### config.mk
export PLATFORM = sky130hd
export DESIGN_NAME = spi_master
export DESIGN_NICKNAME = d
export VERILOG_FILES = /design/src/rtl/spi_pkg.sv /design/src/rtl/spi_master.sv
export SDC_FILE = /design/constraint.sdc
export NUM_CORES = 1
export LEC_CHECK = 0
export ABC_AREA = 1
export ABC_CLOCK_PERIOD_IN_PS = 1700
export BUFFER_PORTS_ARGS = -buffer_cell sky130_fd_sc_hd__buf_2
export CORE_ASPECT_RATIO = 0.8
export CORE_MARGIN = 1
export CORE_UTILIZATION = 40
export DETAILED_ROUTE_END_ITERATION = 6
export SYNTH_ARGS = -nofsm -noshare
export SYNTH_HDL_FRONTEND = slang
export SYNTH_SLANG_ARGS = --single-unit
### constraint.sdc
create_clock -name clk -period 1.7 [get_ports clk]
set_input_delay 0 -clock clk [delete_from_list [all_inputs] [get_ports clk]]
set_output_delay 0 -clock clk [all_outputs]
set_load 0.05 [all_outputs]
### src/rtl/spi_pkg.sv
// Shared definitions for the SPI master and companion slave benches:
// FSM state encoding, default timing constants and a sizing helper.
package spi_pkg;

  typedef enum logic [2:0] {
    IDLE  = 3'd0,
    SETUP = 3'd1,
    LOW   = 3'd2,
    HIGH  = 3'd3,
    HOLD  = 3'd4
  } state_t;

  localparam int HALF_PERIOD_DEF = 8;
  localparam int CS_SETUP_DEF    = 8;
  localparam int CS_HOLD_DEF     = 8;

  function automatic int max3(input int a, input int b, input int c);
    int m;
    m = (a > b) ? a : b;
    return (m > c) ? m : c;
  endfunction

endpackage

### src/rtl/spi_master.sv
// Mode-0 SPI master moving one byte per transfer, MSB first, with
// programmable cs setup/hold and sclk half-period measured in clk cycles.
module spi_master
  import spi_pkg::*;
#(
  parameter int HALF_PERIOD = HALF_PERIOD_DEF,
  parameter int CS_SETUP    = CS_SETUP_DEF,
  parameter int CS_HOLD     = CS_HOLD_DEF
) (
  input  logic       clk,
  input  logic       reset,
  output logic       sclk,
  output logic       mosi,
  input  logic       miso,
  output logic       cs,
  input  logic [7:0] tx_data,
  input  logic       start,
  output logic       tx_ready,
  output logic [7:0] rx_data,
  output logic       rx_done
);

  localparam int MAX_CNT = max3(HALF_PERIOD, CS_SETUP, CS_HOLD);
  localparam int CNT_W   = (MAX_CNT > 1) ? $clog2(MAX_CNT) : 1;

  localparam logic [CNT_W-1:0] HALF_LAST  = CNT_W'(HALF_PERIOD - 1);
  localparam logic [CNT_W-1:0] SETUP_LAST = CNT_W'(CS_SETUP - 1);
  localparam logic [CNT_W-1:0] HOLD_LAST  = CNT_W'(CS_HOLD - 1);

  state_t           state;
  logic [CNT_W-1:0] div_cnt;
  logic [2:0]       bit_cnt;
  logic [7:0]       tx_shift;
  logic [7:0]       rx_shift;

  // All outputs are registered so cs/sclk/mosi are glitch-free at the pins.
  always_ff @(posedge clk or posedge reset) begin
    if (reset) begin
      state    <= IDLE;
      div_cnt  <= '0;
      bit_cnt  <= '0;
      tx_shift <= '0;
      rx_shift <= '0;
      sclk     <= 1'b0;
      mosi     <= 1'b0;
      cs       <= 1'b1;
      tx_ready <= 1'b1;
      rx_data  <= '0;
      rx_done  <= 1'b0;
    end else begin
      rx_done <= 1'b0;
      case (state)
        IDLE: begin
          if (start) begin
            state    <= SETUP;
            tx_shift <= tx_data;
            rx_shift <= '0;
            bit_cnt  <= '0;
            div_cnt  <= '0;
            cs       <= 1'b0;
            mosi     <= tx_data[7];
            tx_ready <= 1'b0;
          end
        end

        SETUP: begin
          if (div_cnt == SETUP_LAST) begin
            state   <= LOW;
            div_cnt <= '0;
          end else begin
            div_cnt <= div_cnt + 1'b1;
          end
        end

        LOW: begin
          if (div_cnt == HALF_LAST) begin
            state   <= HIGH;
            div_cnt <= '0;
            sclk    <= 1'b1;
          end else begin
            div_cnt <= div_cnt + 1'b1;
          end
        end

        // miso is captured on the same clk edge that drops sclk; the slave
        // only changes miso after seeing that falling edge.
        HIGH: begin
          if (div_cnt == HALF_LAST) begin
            rx_shift <= {rx_shift[6:0], miso};
            div_cnt  <= '0;
            sclk     <= 1'b0;
            if (bit_cnt == 3'd7) begin
              state <= HOLD;
              mosi  <= 1'b0;
            end else begin
              state    <= LOW;
              tx_shift <= {tx_shift[6:0], 1'b0};
              mosi     <= tx_shift[6];
              bit_cnt  <= bit_cnt + 1'b1;
            end
          end else begin
            div_cnt <= div_cnt + 1'b1;
          end
        end

        HOLD: begin
          if (div_cnt == HOLD_LAST) begin
            state    <= IDLE;
            div_cnt  <= '0;
            cs       <= 1'b1;
            tx_ready <= 1'b1;
            rx_data  <= rx_shift;
            rx_done  <= 1'b1;
          end else begin
            div_cnt <= div_cnt + 1'b1;
          end
        end

        default: begin
          state    <= IDLE;
          div_cnt  <= '0;
          sclk     <= 1'b0;
          mosi     <= 1'b0;
          cs       <= 1'b1;
          tx_ready <= 1'b1;
        end
      endcase
    end
  end

endmodule

==> results list <==
- Cell internal power was estimated by the tool at 1.99 mW.
- Die Outline Area: 0.00446 mm^2
* Most common cell after layout, fill and taps aside: nand2_1
- In this run the remaining antenna-violating nets after routing total 0.
- Length of the first detailed-routing pass in iterations: 6
- Synthesis produced a netlist with a net count of 221.
- Across the run, the number of max-cap violations was 0.
- 0 antenna diodes ended up in the layout.
- Counting stages on the worst path, the most repeated cell is nand2_1.
- Power spread over the standard cell area amounts to 1600 mW/mm^2.
- CTS H-Tree Depth: 2
- The number of hold-slack violations in the final timing report was 0.
- From synthesis to final layout, the design area changed by 25.7%.
- Clock Latency Late Sink: 290 ps
- Register cell area after layout: 902 um^2
* EDFF count, synth: 0
* Final weighted congestion in routability-driven placement: 0.858
- Min Tclk post-route: 1560 ps
- DR vias/cell: 4.50
- Area of the multi-input gates: 654 um^2
- For this run, the total global-route usage over all layers was measured as 17.1%.
- No sink is reached through more buffers than the 2 on the longest clock path.
- Counting every instance in the synthesized netlist gives 205.
- The final route contains 1377 vias.
- Part of the power in the clock network: 22.3%
* Worst path arrival time: 1750 ps
* Fill cells: 379
- Clock-pin slew was measured on the worst setup and hold paths at 80 ps.
* Sum of overflow across all layers after global routing: 0
* Crit path launch type: flip-flop
* Unrepaired setup endpoints after global routing: false
- Worst Skew: 6.47 ps
- Post-synthesis instance area: 0.00168 mm^2
- Critical-path cell with the highest stage delay: dfrtp_1
- At the placement stage, the worst setup path has a slack of 74.9 ps.
- IR analysis of the VDD net gives a maximum drop of 0.000685 V.
- Summed over all failing endpoints, the final setup total negative slack is 0 ps.
- Synthesis Warnings: 0
- At the pin with the least slew margin, the transition time is 460 ps.
- Type of the worst setup path: flip-flop to flip-flop
- The first global-routing pass estimated 5.53 mm of wire.
- From left edge to right edge, the die measures 74.4 um.
- Data on the critical path is required at its endpoint by 1890 ps.
- Once detailed placement completed, the half-perimeter wirelength came to 2.35 mm.
- Count of boundary I/O pins: 25
- After layout, the worst setup slack is 137 ps.
* DRC: 0
* Net switching power: 1.38 mW
- Clock tree synthesis found a total of 36 sinks.
- Of the synthesized area, sequential elements account for 53.8%.
* Total wire length: 3.27 mm
* Share of flip-flops with an asynchronous set or reset: 100%
- Via count of the first global-routing pass: 1246
* Standard-cell row count: 20
- Min-Delay Path Class: input pin to flip-flop
- Area of the placeable core: 0.00390 mm^2
* Logic gate share of total power: 42.4%
* Number of antenna violations at the first check in global routing: 0
- Static Leak: 1.15 nW
- Most used flip-flop cell after synthesis: dfrtp_1
- The die is 59.9 um tall.
- TritonCTS Buffers: 5
* Number of I/O port buffers: 24
* Count of different cell masters after synthesis: 22
* Number of nets in the final layout: 266
* Mean area per synthesized cell: 8.18 um^2
- Relative max-transition margin: 69.3%
- After detailed routing, the average wire length per cell comes to 10.7 um.
* DR iter-0 viols: 65
* Root Buffer Master: clkbuf_8
- Crit path largest cell delay: 390 ps
* Fraction of layout instances using a drive strength above 1: 21.9%
* Critical Path End Type: flip-flop
* Final slew viol count: 0
* Seq pwr share: 35.3%
* Switching part of the total: 40.9%
- Number of register bits inferred by synthesis: 36
* Maximum number of pins on one net before global-route repair: 37
- CTS tree: done
- Setup violations remaining at the end of the flow were counted as 0.
- Overall power consumption after layout is estimated at 3.37 mW.
- In the layout the commonest cells are 89 x nand2_1, 35 x dfrtp_1, 24 x buf_2.
- Of all nets on the critical path, the largest fanout is 6.
- The critical path goes through ha_1 > ha_1 > inv_1 > nand2_1 > nand2_1 > inv_2 > nand2_4 > clkinvlp_4 > nand2_1 > nand2_1.
* Run status: complete, no violations
- The initial utilization of the core area, before any placement, comes to 43.0%.
- Static timing analysis puts the maximum clock frequency at 0.640 GHz.
- The worst path uses 91.9% of the clock period.
[metal layers]
| layer | share of wire (%) | up-vias | wire, um | global-route usage [%] |
|---|---|---|---|---|
| li1 | - | 730 | - | - |
| met1 | 53 | 613 | 1750 | 23.5 |
| met2 | 41 | 27 | 1350 | 25.4 |
| met3 | 3.4 | 7 | 111 | 4.05 |
| met4 | 1.8 | 0 | 60 | 8.09 |
| met5 | 0 | - | 0 | 0 |
[cell usage after synthesis, types with 2 or more instances]
cell type  count  share of area (%)
a21oi_1        4                1.2
buf_6          2                1.3
dfrtp_1       35                 52
ha_1           4                3.0
inv_1         22                4.9
inv_2          2               0.45
nand2_1       90                 20
nand2_2        2               0.75
nand3_1        9                2.7
nand3_2        2                1.2
nor2_1         2               0.45
nor2_2         2               0.75
o21ai_0       20                6.0
[cells by family after synthesis]
| logic type | synth area share [%] |
|---|---|
| and+or+nand+nor | 27.0 |
| AOI/OAI and AO/OA | 8.58 |
| DFF | 53.8 |
| adders and majority gates | 2.98 |
| buffers and inverters | 7.68 |
[stage by stage]
stage | util (%) | cell area, um^2 | hold WS [ps] | std cells
after floorplan | - | 1680 | 145 | 205
after global placement | 48.7 | 1900 | 131 | 289
after detailed placement | 48.7 | 1900 | 131 | 289
after CTS | 53.6 | 2090 | 1.86 | 305
after global routing | 54.0 | 2110 | 34.1 | 306
final | 54.0 | 2110 | 2.21 | 306
[power groups by stage]
stage	Clock, mW	Sequential (mW)	Combinational, mW
2_1_floorplan	0	1.29	0.970
3_3_place_gp	0	1.21	1.36
3_5_place_dp	0	1.21	1.36
4_1_cts	0.767	1.19	1.38
5_1_grt	0.796	1.22	1.62
6_report	0.752	1.19	1.43
[worst paths after layout]
| check | from | to | slack (ps) | cells past startpoint |
|---|---|---|---|---|
| worst max-delay path | div_cnt[0]$_DFFE_PP0P_ | tx_shift[4]$_DFFE_PP0P_ | 140 | 10 |
| worst min register to register | tx_ready$_DFFE_PP1P_ | tx_ready$_DFFE_PP1P_ | 470 | 2 |
| worst max register to register | div_cnt[0]$_DFFE_PP0P_ | tx_shift[4]$_DFFE_PP0P_ | 140 | 10 |
| worst min-delay path | tx_data[2] | tx_shift[2]$_DFFE_PP0P_ | 2 | 5 |
| min in group asynchronous | reset | tx_shift[0]$_DFFE_PP0P_ | 350 | 4 |
| max in group asynchronous | reset | tx_ready$_DFFE_PP1P_ | 1000 | 4 |
[worst max-delay path: cells and delay by family (launching register included)]
family	cells	cell delay (ps)
fa+ha+maj	2	390
simple gates	5	400
buf+inv	3	290
flops	1	390
[sequential cells by signal (all words and copies together), names as in the netlist, 3 cells and up]
| signal | flops |
|---|---|
| div_cnt | 3 |
| rx_shift | 8 |
| tx_shift | 7 |
| state | 3 |
| rx_data | 8 |
| bit_cnt | 3 |
[cell type report]
class / count / share of cell area (%)
inverter: 25 / 4.63
tap: 55 / 3.26
clock buffer: 5 / 3.26
timing repair buffer: 42 / 13.0
multi-input combinational: 140 / 31.0
sequential: 36 / 42.8
clock inverter: 3 / 2.02
[timing repair]
item	CTS	global route
buffers inserted	0	1
setup endpoints to repair	0	8
gates resized for setup	0	3
endpoints found under the hold margin	42	0
hold buffers	8	0
(Power assumes the default switching activity.)
